[src/rtl/stream_mux_arb.sv]
// N-channel registered stream mux with valid/ready handshake.
// Channel choice is either an explicit select or round-robin arbitration.
module stream_mux_arb #(
    parameter int N_CH   = 8,
    parameter int DATA_W = 8,
    parameter int MODE   = 0,
    localparam int SEL_W = (N_CH > 1) ? $clog2(N_CH) : 1
) (
    input  logic                     clk,
    input  logic                     rst_n,
    input  logic [N_CH*DATA_W-1:0]   in_data,
    input  logic [N_CH-1:0]          in_valid,
    output logic [N_CH-1:0]          in_ready,
    input  logic [SEL_W-1:0]         sel,
    output logic [DATA_W-1:0]        out_data,
    output logic                     out_valid,
    input  logic                     out_ready,
    output logic [SEL_W-1:0]         out_ch,
    output logic                     sel_err
);

    logic [DATA_W-1:0] out_data_q, out_data_d;
    logic              out_valid_q, out_valid_d;
    logic [SEL_W-1:0]  out_ch_q, out_ch_d;
    logic              sel_err_q, sel_err_d;
    logic [SEL_W-1:0]  rr_ptr_q, rr_ptr_d;

    logic              load_en;
    logic              chosen;
    logic [SEL_W-1:0]  ch;
    logic [DATA_W-1:0] ch_data;
    logic              ch_valid;
    logic              xfer_in;

    always_comb begin
        load_en  = !out_valid_q || out_ready;
        chosen   = 1'b0;
        ch       = '0;
        ch_data  = '0;
        ch_valid = 1'b0;
        in_ready = '0;

        if (MODE == 0) begin
            for (int i = 0; i < N_CH; i++) begin
                if (sel == SEL_W'(i)) begin
                    chosen = 1'b1;
                    ch     = SEL_W'(i);
                end
            end
        end else begin
            // Walk the search order backwards so the nearest
            // valid channel after rr_ptr wins the last write.
            for (int k = N_CH; k >= 1; k--) begin
                for (int i = 0; i < N_CH; i++) begin
                    if (in_valid[i] &&
                        (i == (int'(rr_ptr_q) + k) % N_CH)) begin
                        chosen = 1'b1;
                        ch     = SEL_W'(i);
                    end
                end
            end
        end

        for (int i = 0; i < N_CH; i++) begin
            if (chosen && (ch == SEL_W'(i))) begin
                in_ready[i] = load_en;
                ch_data     = in_data[i*DATA_W +: DATA_W];
                ch_valid    = in_valid[i];
            end
        end

        xfer_in = load_en && ch_valid;

        out_data_d  = out_data_q;
        out_ch_d    = out_ch_q;
        out_valid_d = out_valid_q;
        rr_ptr_d    = rr_ptr_q;
        sel_err_d   = (MODE == 0) && !chosen;

        if (xfer_in) begin
            out_data_d  = ch_data;
            out_ch_d    = ch;
            out_valid_d = 1'b1;
            if (MODE != 0) rr_ptr_d = ch;
        end else if (out_valid_q && out_ready) begin
            out_valid_d = 1'b0;
        end
    end

    always_ff @(posedge clk or negedge rst_n) begin
        if (!rst_n) begin
            out_data_q  <= '0;
            out_valid_q <= 1'b0;
            out_ch_q    <= '0;
            sel_err_q   <= 1'b0;
            rr_ptr_q    <= SEL_W'(N_CH - 1);
        end else begin
            out_data_q  <= out_data_d;
            out_valid_q <= out_valid_d;
            out_ch_q    <= out_ch_d;
            sel_err_q   <= sel_err_d;
            rr_ptr_q    <= rr_ptr_d;
        end
    end

    assign out_data  = out_data_q;
    assign out_valid = out_valid_q;
    assign out_ch    = out_ch_q;
    assign sel_err   = sel_err_q;

endmodule

[config.mk]
export PLATFORM = sky130hd
export DESIGN_NAME = stream_mux_arb
export DESIGN_NICKNAME = d
export VERILOG_FILES = /design/src/rtl/stream_mux_arb.sv
export SDC_FILE = /design/constraint.sdc
export NUM_CORES = 1
export LEC_CHECK = 0
export BUFFER_PORTS_ARGS = -buffer_cell sky130_fd_sc_hd__buf_2
export CORE_UTILIZATION = 40
export CTS_BUF_LIST = sky130_fd_sc_hd__clkbuf_8
export CTS_CLUSTER_DIAMETER = 200
export CTS_CLUSTER_SIZE = 24
export DETAILED_ROUTE_END_ITERATION = 10
export PLACE_DENSITY = 0.86
export SYNTH_ARGS = -nofsm -noshare
export SYNTH_HDL_FRONTEND = slang
export SYNTH_SLANG_ARGS = --single-unit
[constraint.sdc]
create_clock -name clk -period 2.1 [get_ports clk]
set_clock_uncertainty 0.1 [all_clocks]
set_input_delay 0.315 -clock clk [delete_from_list [all_inputs] [get_ports clk]]
set_output_delay 0.315 -clock clk [all_outputs]
set_load 0.005 [all_outputs]
* Yosys cells after proc, flatten, opt, wreduce, memory -nomap -nowiden
Cells that the tools add are included.
** Storage, ports and cells
- Register bits :: 13
- Bits of input ports :: 78
- Word-level logic and storage cells :: 75
** Operators by class
- Equal/unequal tests :: 14
- Multiplexer cells :: 41
- Reduce and logical (&&, ||, !) cells :: 16
** Operator list (number)
- 8-bit two-way mux :: 8
- 1-bit two-way mux :: 27
- 3-bit == test (second input constant) :: 8
- 3-bit two-way mux :: 6
- 3-bit by 2-bit == test with 1-bit output (second input constant) :: 4
- 1-bit logical AND :: 10
- 3-bit by 1-bit == test with 1-bit output (second input constant) :: 2
- 3-bit zero test :: 2
- 1-bit zero test :: 2
- 2-bit nonzero test :: 1
- 1-bit logical OR :: 1

* Longest topological paths before layout
Gate-level depths: netlist of run 1.
- Depth after elaboration :: 20
- Depth in mapped cells :: 8
- Depth with buffers taken out :: 5

* Worst setup path before layout of run 1
Ideal clock, no wire load.
- Path kind :: input port to flip-flop
- Start :: in sel[1]
- End :: reg out_ch_q[0], in the netlist out_ch[0]
- Setup time :: 0.125 ns
- Data arrival time :: 1.515 ns
- Path slack :: 0.360 ns
- Stages on the path :: 7
- Path through :: buf_6 nand2b_1 o22ai_1 o21ai_1 a21boi_2 buf_6 mux2_4
** Between the ends
- Cells in the longest elaborated chain, start to end :: 19
** RTL lines
- from (decl) :: line 14 : input logic [SEL_W-1:0] sel,
- 3-bit by 1-bit == test with 1-bit output or 3-bit zero test (tied branches) :: line 45 : if (sel == SEL_W'(i)) begin
- 1-bit two-way mux :: line 45
- 3-bit two-way mux or 1-bit two-way mux (tied branches) (6 in a row) :: line 45
- 3-bit zero test or 1-bit two-way mux (tied branches) :: line 65, 45
- 1-bit logical AND :: line 65 : if (chosen && (ch == SEL_W'(i))) begin
- 1-bit two-way mux (8 in a row) :: line 65
- 1-bit logical AND :: line 72 : xfer_in = load_en && ch_valid;
- to (signal assigned) :: line 100 : out_ch_q <= out_ch_d;
- to (decl) :: line 24 : logic [SEL_W-1:0] out_ch_q, out_ch_d;
Several ways; a longest one is shown, not always the timed one.
A chain may end at the register's enable or synchronous reset.

* Final worst setup path of run 1
- Start :: in sel[1]
- End :: out in_ready[7]
** Between the ends
- Cells in the longest elaborated chain, start to end :: 11
** RTL lines
- 3-bit by 1-bit == test with 1-bit output or 3-bit zero test (tied branches) :: line 45
- 1-bit two-way mux :: line 45
- 3-bit two-way mux or 1-bit two-way mux (tied branches) (6 in a row) :: line 45
- 3-bit == test or 1-bit two-way mux (tied branches) :: line 65, 45
- 1-bit logical AND (*) :: line 65
- 1-bit two-way mux (*) :: line 65
- to (decl) :: line 13 : output logic [N_CH-1:0] in_ready,
Mark *: on every way between the ends. The rest lies on a longest branch, timed or not.

==> results.py, run 1 <==
metrics = {
    "outcome": {
        "outcome": "finished with violations",
        "violations": "design-rule violations",
    },
    "setup_path": {
        "crit_arrival_ps": 1330,
        "cp.buffers_inverters": 4,
        "crit_chain": "buf_2 -> buf_4 -> buf_4 -> nand2_1 -> nor2_1 -> buf_2",
        "critPathMaxStageDelay_ps": 200,
        "r2r_cells": 4,
        "worst_setup_path_start_kind": "input port",
        "crit_fanout": 11,
        "cp_top_family": "buffers and inverters",
        "worstSetupEndpointType": "output pin",
        "crit_type": "in -> out",
        "worst_path_max_delay_cell": "nand2_1",
        "cp.depth": 6,
        "crit_required_ps": 1680,
    },
    "min_path": {
        "hold_path.class": "in -> reg",
        "min_path_cells": 3,
    },
    "logic_synthesis": {
        "synthCells": 121,
        "async_reset_ff_frac": 1.00,
        "synth_nets": 199,
        "avgSynthCellArea_um2": 10.0,
        "synth_edf_count": 0,
        "synth-xor-area-share": 0,
        "synth_top_family_by_area": "multiplexers",
        "synth.top_cell.area_share": 0.269,
        "synth_largest_area_cell": "dfrtp_1",
        "ys_types": 23,
        "synth_adder_area_share": 0,
        "synth_seq_area_share": 0.269,
        "ys_seq_elements": 13,
        "synth_warnings": 0,
        "synth_area_um2": 1210,
        "synth_top_flop_cell": "dfrtp_1",
        "muxShareOfSynthArea": 0.360,
        "synth_common_cells": "nand2_1, dfrtp_1, nor2_1",
        "yosys.area_share.simple": 0.132,
        "synthMostInstantiatedCell": "nand2_1",
        "ys_top_cells_by_area": "dfrtp_1, mux4_2, mux2_4",
        "synth_compound_area_frac": 0.163,
    },
    "timing": {
        "min_period_ps": 1750,
        "hold_viol_final": 0,
        "setup_viol": 0,
        "finalCritPeriodShare": 0.833,
        "fmax_mhz": 572,
        "rsz0062_at_grt": "false",
        "setup-tns-final_ps": 0,
        "finalMaxSlewViolations": 0,
    },
    "layout": {
        "antennaDiodeCount": 0,
        "drive_gt1_frac": 0.610,
        "finalNonFillerCells": 254,
        "seq_area_um2": 325,
        "syn_to_final_growth_pct": 48.0,
        "final_nets": 302,
        "multi_input_area_um2": 797,
        "fillers": 250,
    },
    "drt": {
        "via_count": 1358,
        "routed_wl_mm": 3.69,
        "drtIter0Drc": 64,
        "first_pass_iters": 7,
        "remaining_drc_errors": 16,
        "postRouteAntennaNets": 0,
        "route.met3.wl_um": 268,
        "wl_per_cell_um": 14.5,
        "dr_wl_met2_mm": 1.88,
        "wl_met1_mm": 1.52,
        "routed.top_layer": "met4",
        "vias_per_cell": 5.35,
    },
    "global_route": {
        "grt_use_total": 0.228,
        "grt_pass1_vias": 1272,
        "grt_max_degree": 19,
        "antenna_found_initial": 0,
        "grt_overflow": 0,
        "grt_pass1_wl_mm": 5.69,
    },
    "floorplanning": {
        "initial_core_util": 0.432,
        "pin_count": 99,
        "fp.dieW_um": 57.0,
        "core-area_um2": 2810,
        "rows": 19,
        "die_area_um2": 3250,
        "die_h_um": 57.0,
    },
    "clocking": {
        "numCtsBuffers": 3,
        "cts_num_sinks": 13,
        "clk_latency_ps": 230,
        "cts_tree": "yes",
        "clock_tree.htree_level_count": 1,
        "cts_max_path_buffers": 2,
        "path_clk_slew_ps": 50,
        "cts_root_buf": "clkbuf_8",
    },
    "place": {
        "place_hpwl_mm": 3.06,
        "gp_congestion": 0.816,
        "port_buffers": 98,
        "place_inst": 249,
    },
    "power": {
        "vdd_drop_max_mv": 0.263,
        "cellPowerDensity_nw_per_um2": 578,
        "leakagePower_nw": 0.958,
    },
    "flow_run": {
        "maxCapViolations": 0,
    },
}
layout make-up:
cell class,count,area share
clock inverter,1,0.00209
inverter,3,0.00628
tap,31,0.0216
sequential,13,0.181
timing repair buffer,109,0.321
multi-input combinational,94,0.445
clock buffer,3,0.0230
cells by family (layout without fill, tap and decap cells):
family | after synthesis | in the layout
simple gates | 38 | 38
mux | 29 | 29
compound gates | 26 | 26
flops | 13 | 13
other cells | 1 | 1
buf+inv | 14 | 116
state kept, by name, indices dropped and copies added, names as in the netlist:
name / count
sel_err: 1
out_ch: 3
out_valid: 1
out_data: 8
metrics by stage:
stage / cell area (um^2) / utilization / setup WS [ps] / power, mW / hold WS (ps)
after floorplan: 1210 / - / 360 / 0.626 / -80.6
final: 1790 / 0.639 / 350 / 1.04 / 339
after global routing: 1790 / 0.639 / 257 / 1.10 / 358
after global placement: 1740 / 0.620 / 205 / 0.814 / 108
after CTS: 1790 / 0.639 / 363 / 1.04 / 344
after detailed placement: 1740 / 0.620 / 174 / 0.825 / 106
power breakdown:
part | total [mW] | switching [mW] | internal (mW)
combinational | 0.457 | 0.178 | 0.279
sequential | 0.371 | 0.0463 | 0.324
clock | 0.209 | 0.0805 | 0.128
total | 1.04 | 0.305 | 0.732
repair_timing:
action,CTS,global route
endpoints found under the hold margin,13,0
hold buffers,1,0
resized for setup,0,0
setup buffers,0,0
worst reg2reg max path: cells and delay by family (launching register included):
| family | cells | cell delay [ps] |
|---|---|---|
| mux | 1 | 320 |
| compound gates | 1 | 200 |
| simple gates | 1 | 140 |
| flops | 1 | 380 |
| buf+inv | 1 | 210 |
per-layer routing:
layer,track usage,vias up
met1,0.278,640
li1,-,651
met4,0.0523,0
met5,0,-
met3,0.0385,5
met2,0.417,62
cell usage in the layout (no fill, tap or decap), drive strengths merged:
| master | Yosys | layout |
|---|---|---|
| mux4 | 7 | 7 |
| o31ai | 5 | 5 |
| inv | 3 | 4 |
| conb | 1 | 1 |
| clkbuf | 2 | 3 |
| nor2 | 11 | 11 |
| buf | 9 | 108 |
| o22ai | 6 | 6 |
| o21ai | 3 | 3 |
| nor3 | 2 | 2 |
| o2bb2ai | 5 | 5 |
| mux2i | 6 | 6 |
| a21oi | 1 | 1 |
| nand3 | 2 | 2 |
| nand2 | 18 | 18 |
| dlygate4sd3 | 0 | 1 |
| mux2 | 16 | 16 |
| nand2b | 5 | 5 |
| a21boi | 1 | 1 |
| o221ai | 5 | 5 |
| dfrtp | 13 | 13 |
final timing paths:
kind	from	endpoint	slack (ps)
max	sel[1]	in_ready[7]	350
min	out_ready	out_valid$_DFFE_PN0P_	340
max reg2reg	out_valid$_DFFE_PN0P_	out_data[7]$_DFFE_PN0P_	640
min reg2reg	out_data[0]$_DFFE_PN0P_	out_data[0]$_DFFE_PN0P_	400
max in group asynchronous	rst_n	out_data[3]$_DFFE_PN0P_	1290
min in group asynchronous	rst_n	out_ch[0]$_DFFE_PN0P_	390
Power figures use the tool's default switching activity.
==> inputs of run 2 (changes only) <==
Settings changed: ABC_AREA set to 1, PLACE_DENSITY 0.86 to 0.84.
Clock period 2.1 ns to 1.8 ns, I/O delays scaled along.
==> run 2 against run 1 <==
  * The flow now finishes without violations
  * Sequential cell count unchanged
  * Area after synthesis increased by 7.3%
  * Utilization decreased by 3.0 points
  * Critical path depth decreased by 1
  * Highest routed layer unchanged
==> results.py, run 2 <==
metrics = {
    "logic_synthesis": {
        "ys_seq_elements": 13,
        "avgSynthCellArea_um2": 6.77,
        "synthCells": 192,
        "synth_common_cells": "nand4_1, nand2_1, nand3_1, nor2_1, dfrtp_1",
        "synth_nets": 270,
        "synth.top_cell.area_share": 0.250,
        "synth_warnings": 0,
        "async_reset_ff_frac": 1.00,
        "synth_edf_count": 0,
        "synth_largest_area_cell": "dfrtp_1",
        "synthMostInstantiatedCell": "nand4_1",
        "synth_top_flop_cell": "dfrtp_1",
        "synth_area_um2": 1300,
        "ys_types": 19,
        "ys_top_cells_by_area": "dfrtp_1, nand4_1, nand2_1",
        "synth_seq_area_share": 0.250,
    },
    "setup_path": {
        "crit_arrival_ps": 1250,
        "critPathMaxStageDelay_ps": 370,
        "cp_top_family": "buffers and inverters",
        "crit_chain": "inv_1 -> nor2_1 -> buf_4 -> nor4_1 -> buf_2",
        "crit_type": "reg -> out",
        "crit_required_ps": 1430,
        "crit_fanout": 9,
        "worst_setup_path_start_kind": "flop",
        "worst_path_max_delay_cell": "dfrtp_1",
        "worstSetupEndpointType": "output pin",
        "cp.buffers_inverters": 3,
    },
    "clocking": {
        "cts_root_buf": "clkbuf_8",
        "ctsResizeCount": 0,
        "cts_num_sinks": 13,
        "cts_tree": "yes",
        "clk_latency_ps": 240,
        "numCtsBuffers": 3,
        "cts_max_path_buffers": 2,
        "clock_tree.htree_level_count": 1,
        "path_clk_slew_ps": 50,
    },
    "global_route": {
        "grt_overflow": 0,
        "grt_pass1_wl_mm": 6.78,
        "grt_use_total": 0.253,
        "grt_max_degree": 43,
        "antenna_found_initial": 0,
        "grt_pass1_vias": 1558,
    },
    "place": {
        "port_buffers": 98,
        "place_ws_ps": 66.2,
        "place_inst": 328,
        "place_hpwl_mm": 3.34,
        "gp_congestion": 0.859,
    },
    "layout": {
        "mostFrequentLayoutCell": "buf_2",
        "seq_area_um2": 325,
        "final_util": 0.609,
        "final_nets": 368,
        "final_cell_mix": "buf_2, nand4_1, nand2_1, nor2_1, nand3_1",
        "multi_input_area_um2": 811,
        "antennaDiodeCount": 0,
        "drive_gt1_frac": 0.457,
        "largest_reg_flops": 8,
        "fillers": 310,
        "finalNonFillerCells": 333,
        "syn_to_final_growth_pct": 44.2,
    },
    "drt": {
        "first_pass_iters": 4,
        "drtIter0Drc": 136,
        "vias_per_cell": 5.25,
        "via_count": 1747,
        "wl_per_cell_um": 12.9,
        "postRouteAntennaNets": 0,
        "routed_wl_mm": 4.31,
        "remaining_drc_errors": 0,
    },
    "floorplanning": {
        "core-area_um2": 3080,
        "fp.dieW_um": 59.0,
        "rows": 20,
        "pin_count": 99,
        "initial_core_util": 0.422,
        "die_h_um": 59.0,
        "die_area_um2": 3480,
    },
    "flow_run": {
        "maxCapViolations": 0,
    },
    "timing": {
        "finalCritPeriodShare": 0.899,
        "finalMaxSlewViolations": 0,
        "setup_viol": 0,
        "finalWorstSetupSlack_ps": 182,
        "rsz0062_at_grt": "false",
        "setup-tns-final_ps": 0,
        "min_period_ps": 1620,
        "hold_viol_final": 0,
        "fmax_mhz": 618,
    },
    "power": {
        "leakagePower_nw": 1.01,
        "vdd_drop_max_mv": 0.219,
        "report.power.total_mw": 1.16,
        "cellPowerDensity_nw_per_um2": 618,
    },
    "min_path": {
        "hold_path.class": "in -> reg",
    },
    "outcome": {
        "outcome": "completed",
    },
}
run 2: cell count changes in the layout (fill, tap and decap cells not counted), moves of 6 or more:
cell     delta
mux4_2      -7
nand2_2    +12
mux2i_1     -6
inv_1       +8
o22ai_1     -6
nand3_1    +18
mux2_2      -6
nand4_1    +43
nor2_1      +9
mux2_4     -10
nor4_1      +7
nand2_1    +22
run 2: layout make-up:
class                   count  share of cell area
clock buffers               3              0.0220
well taps                  44              0.0294
flip-flops and latches     13               0.174
clock inverters             1             0.00200
repair buffers            109               0.307
inverters                  14              0.0334
multi-input cells         149               0.433
run 2: logic make-up after synthesis:
family,Yosys count,share of synthesized area
buffers and inverters,30,0.126
flip-flops,13,0.250
other,1,0.00288
AND/OR/NAND/NOR,148,0.621
run 2: tightest hold or removal path, stage by stage:
cell and delay [ps]:
buf_2 80, nand2_1 40, nand4_1 80, nand3_1 70
nand2_1 60
run 2: worst paths after layout:
| check | from | endpoint | slack, ps | cells after the start |
|---|---|---|---|---|
| max reg2reg | out_valid$_DFFE_PN0P_ | out_ch[1]$_DFFE_PN0P_ | 500 | 7 |
| min in group asynchronous | rst_n | out_data[4]$_DFFE_PN0P_ | 340 | 2 |
| min | in_data[59] | out_data[3]$_DFFE_PN0P_ | 290 | 5 |
| max in group asynchronous | rst_n | out_data[0]$_DFFE_PN0P_ | 1030 | 2 |
| min reg2reg | out_data[3]$_DFFE_PN0P_ | out_data[3]$_DFFE_PN0P_ | 370 | 2 |
| max | out_valid$_DFFE_PN0P_ | in_ready[0] | 180 | 5 |
run 2: metrics by stage:
stage | cell area (um^2) | hold slack [ps]
after floorplan | 1300 | -126
after global placement | 1820 | 65.8
after detailed placement | 1820 | 67.5
after CTS | 1870 | 296
after global routing | 1870 | 333
final | 1870 | 291
run 2: metal layers:
metal / global-route usage / vias up / wire [um]
li1: - / 873 / -
met1: 0.324 / 775 / 1850
met2: 0.453 / 97 / 2090
met3: 0.0262 / 2 / 351
met4: 0.0646 / 0 / 14
met5: 0 / - / 0
run 2: repair_timing:
item / CTS / global route
endpoints found under the hold margin: 13 / 0
buffers inserted: 0 / 0
hold buffers: 1 / 0
endpoints found under the setup margin: 0 / 0
run 2: where the power goes:
group | internal, mW | switching [mW] | total [mW]
combinational | 0.219 | 0.262 | 0.482
clock | 0.151 | 0.103 | 0.254
sequential | 0.370 | 0.0534 | 0.423
==> inputs of run 3 (changes only) <==
Settings changed: CTS_CLUSTER_DIAMETER 200 to 100, PLACE_DENSITY 0.84 to 0.85.
==> run 3 against run 2 <==
  * Register-to-register slack worse by 190 ps
  * Sequential cell count unchanged
  * Routed wire length up 3.5%
  * Largest power group unchanged
  * Maximum frequency down 1.1%
==> results.py, run 3 (synthesis results as in run 2) <==
metrics = {
    "min_path": {
        "min_from": "in_data[59]",
        "hold_end": "out_data[3]$_DFFE_PN0P_",
        "hold_path.class": "in -> reg",
        "min_path_cells": 5,
    },
    "setup_path": {
        "crit_required_ps": 1430,
        "crit_fanout": 5,
        "worst_path_max_delay_cell": "dfrtp_1",
        "reg2reg_to": "out_valid$_DFFE_PN0P_",
        "r2r_cells": 5,
        "crit_arrival_ps": 1270,
        "worst_setup_path_start_kind": "flop",
        "crit_chain": "inv_1 -> nor2_2 -> buf_4 -> nor4_1 -> buf_2",
        "rrSetupSlack_ps": 310,
        "crit_type": "reg -> out",
        "critPathMaxStageDelay_ps": 350,
        "reg2reg_from": "out_valid$_DFFE_PN0P_",
        "worstSetupEndpointType": "output pin",
    },
    "clocking": {
        "cts_root_buf": "clkbuf_8",
        "path_clk_slew_ps": 50,
        "clock_tree.htree_level_count": 1,
        "cts_num_sinks": 13,
        "cts_max_path_buffers": 2,
        "clk_latency_ps": 240,
        "cts_setup_buffers": 0,
        "cts_tree": "yes",
        "numCtsBuffers": 3,
    },
    "timing": {
        "finalCritPeriodShare": 0.909,
        "rsz0062_at_grt": "false",
        "fmax_mhz": 611,
        "setup_viol": 0,
        "finalMaxSlewViolations": 0,
        "min_period_ps": 1640,
        "setup-tns-final_ps": 0,
        "finalWorstSetupSlack_ps": 164,
        "hold_viol_final": 0,
    },
    "floorplanning": {
        "pin_count": 99,
        "die_h_um": 59.0,
        "fp.dieW_um": 59.0,
        "core-area_um2": 3080,
        "die_area_um2": 3480,
        "rows": 20,
        "initial_core_util": 0.422,
    },
    "drt": {
        "routed_wl_mm": 4.45,
        "vias_per_cell": 5.21,
        "wl_per_cell_um": 13.4,
        "postRouteAntennaNets": 0,
        "drtIter0Drc": 113,
        "first_pass_iters": 4,
        "remaining_drc_errors": 0,
        "via_count": 1729,
    },
    "place": {
        "gp_congestion": 0.868,
        "port_buffers": 98,
        "place_hpwl_mm": 3.47,
        "place_ws_ps": 46.2,
    },
    "global_route": {
        "grt_pass1_wl_mm": 7.29,
        "grt_pass1_vias": 1687,
        "grt_overflow": 0,
        "antenna_found_initial": 0,
        "grt_use_total": 0.274,
        "grt_max_degree": 43,
    },
    "power": {
        "cellPowerDensity_nw_per_um2": 621,
        "leakagePower_nw": 1.01,
        "vdd_drop_max_mv": 0.274,
    },
    "layout": {
        "final_cell_mix": "buf_2, nand4_1, nand2_1, nand3_1, nor2_1",
        "mostFrequentLayoutCell": "buf_2",
        "fillers": 316,
        "final_util": 0.609,
        "syn_to_final_growth_pct": 44.2,
        "antennaDiodeCount": 0,
        "largest_reg_flops": 8,
        "drive_gt1_frac": 0.458,
        "final_nets": 367,
    },
    "outcome": {
        "outcome": "completed",
    },
    "flow_run": {
        "maxCapViolations": 0,
    },
}
-- run 3: cell types whose count changed in the layout (fill, tap and decap cells not counted) --
cell	delta
buf_4	-1
nand2_2	-1
nand2_4	+1
nor2_1	-1
nor2_2	+1
-- run 3: where the power goes --
part           internal, mW  switching (mW)  total [mW]  leakage [nW]
clock network         0.151           0.106       0.256        0.0269
logic                 0.217           0.264       0.481         0.825
registers             0.369          0.0565       0.426         0.161
-- run 3: cell type report --
class | count | area (um^2) | area share
Clock inverter | 1 | 3.75 | 0.00200
Sequential cell | 13 | 325 | 0.174
Tap cell | 44 | 55.1 | 0.0294
Timing Repair Buffer | 108 | 568 | 0.303
Multi-Input combinational cell | 149 | 818 | 0.437
Inverter | 14 | 62.6 | 0.0334
Clock buffer | 3 | 41.3 | 0.0220
-- run 3: metal layers --
metal / part of all wire / GRT usage / up-vias
met1: 0.42 / 0.351 / 777
met3: 0.064 / 0.0284 / 4
met4: 0.0065 / 0.0680 / 0
li1: - / - / 869
met2: 0.51 / 0.494 / 79
met5: 0 / 0 / -
-- run 3: repair_timing --
action / in CTS / in global routing
endpoints found under the setup margin: 0 / 16
hold buffers: 1 / 0
gates resized for setup: 0 / 2
endpoints found under the hold margin: 13 / 0
-- run 3: worst max path at each step --
stage	from	endpoint	cells after the start	slack (ps)
floorplan	sel[1]	out_ch[0]$_DFFE_PN0P_	9	330
global placement	sel[1]	out_valid$_DFFE_PN0P_	8	110
detailed placement	sel[1]	out_valid$_DFFE_PN0P_	8	50
CTS	out_valid$_DFFE_PN0P_	in_ready[6]	5	20
global route	out_valid$_DFFE_PN0P_	in_ready[3]	5	60
finish	out_valid$_DFFE_PN0P_	in_ready[6]	5	160
-- run 3: metrics by stage --
| step | std cells | hold slack (ps) | instance area [um^2] | power (mW) |
|---|---|---|---|---|
| floorplan | 192 | -126 | 1300 | 0.680 |
| global placement | 327 | 63.8 | 1810 | 0.890 |
| detailed placement | 327 | 70.2 | 1810 | 0.906 |
| CTS | 332 | 296 | 1870 | 1.17 |
| global route | 332 | 321 | 1870 | 1.25 |
| finish | 332 | 293 | 1870 | 1.16 |
-- run 3: critical path: cells and delay by family, from the launching register on --
family / cells / cell delay (ps)
buffers and inverters: 3 / 380
flip-flops: 1 / 350
AND/OR/NAND/NOR: 2 / 290
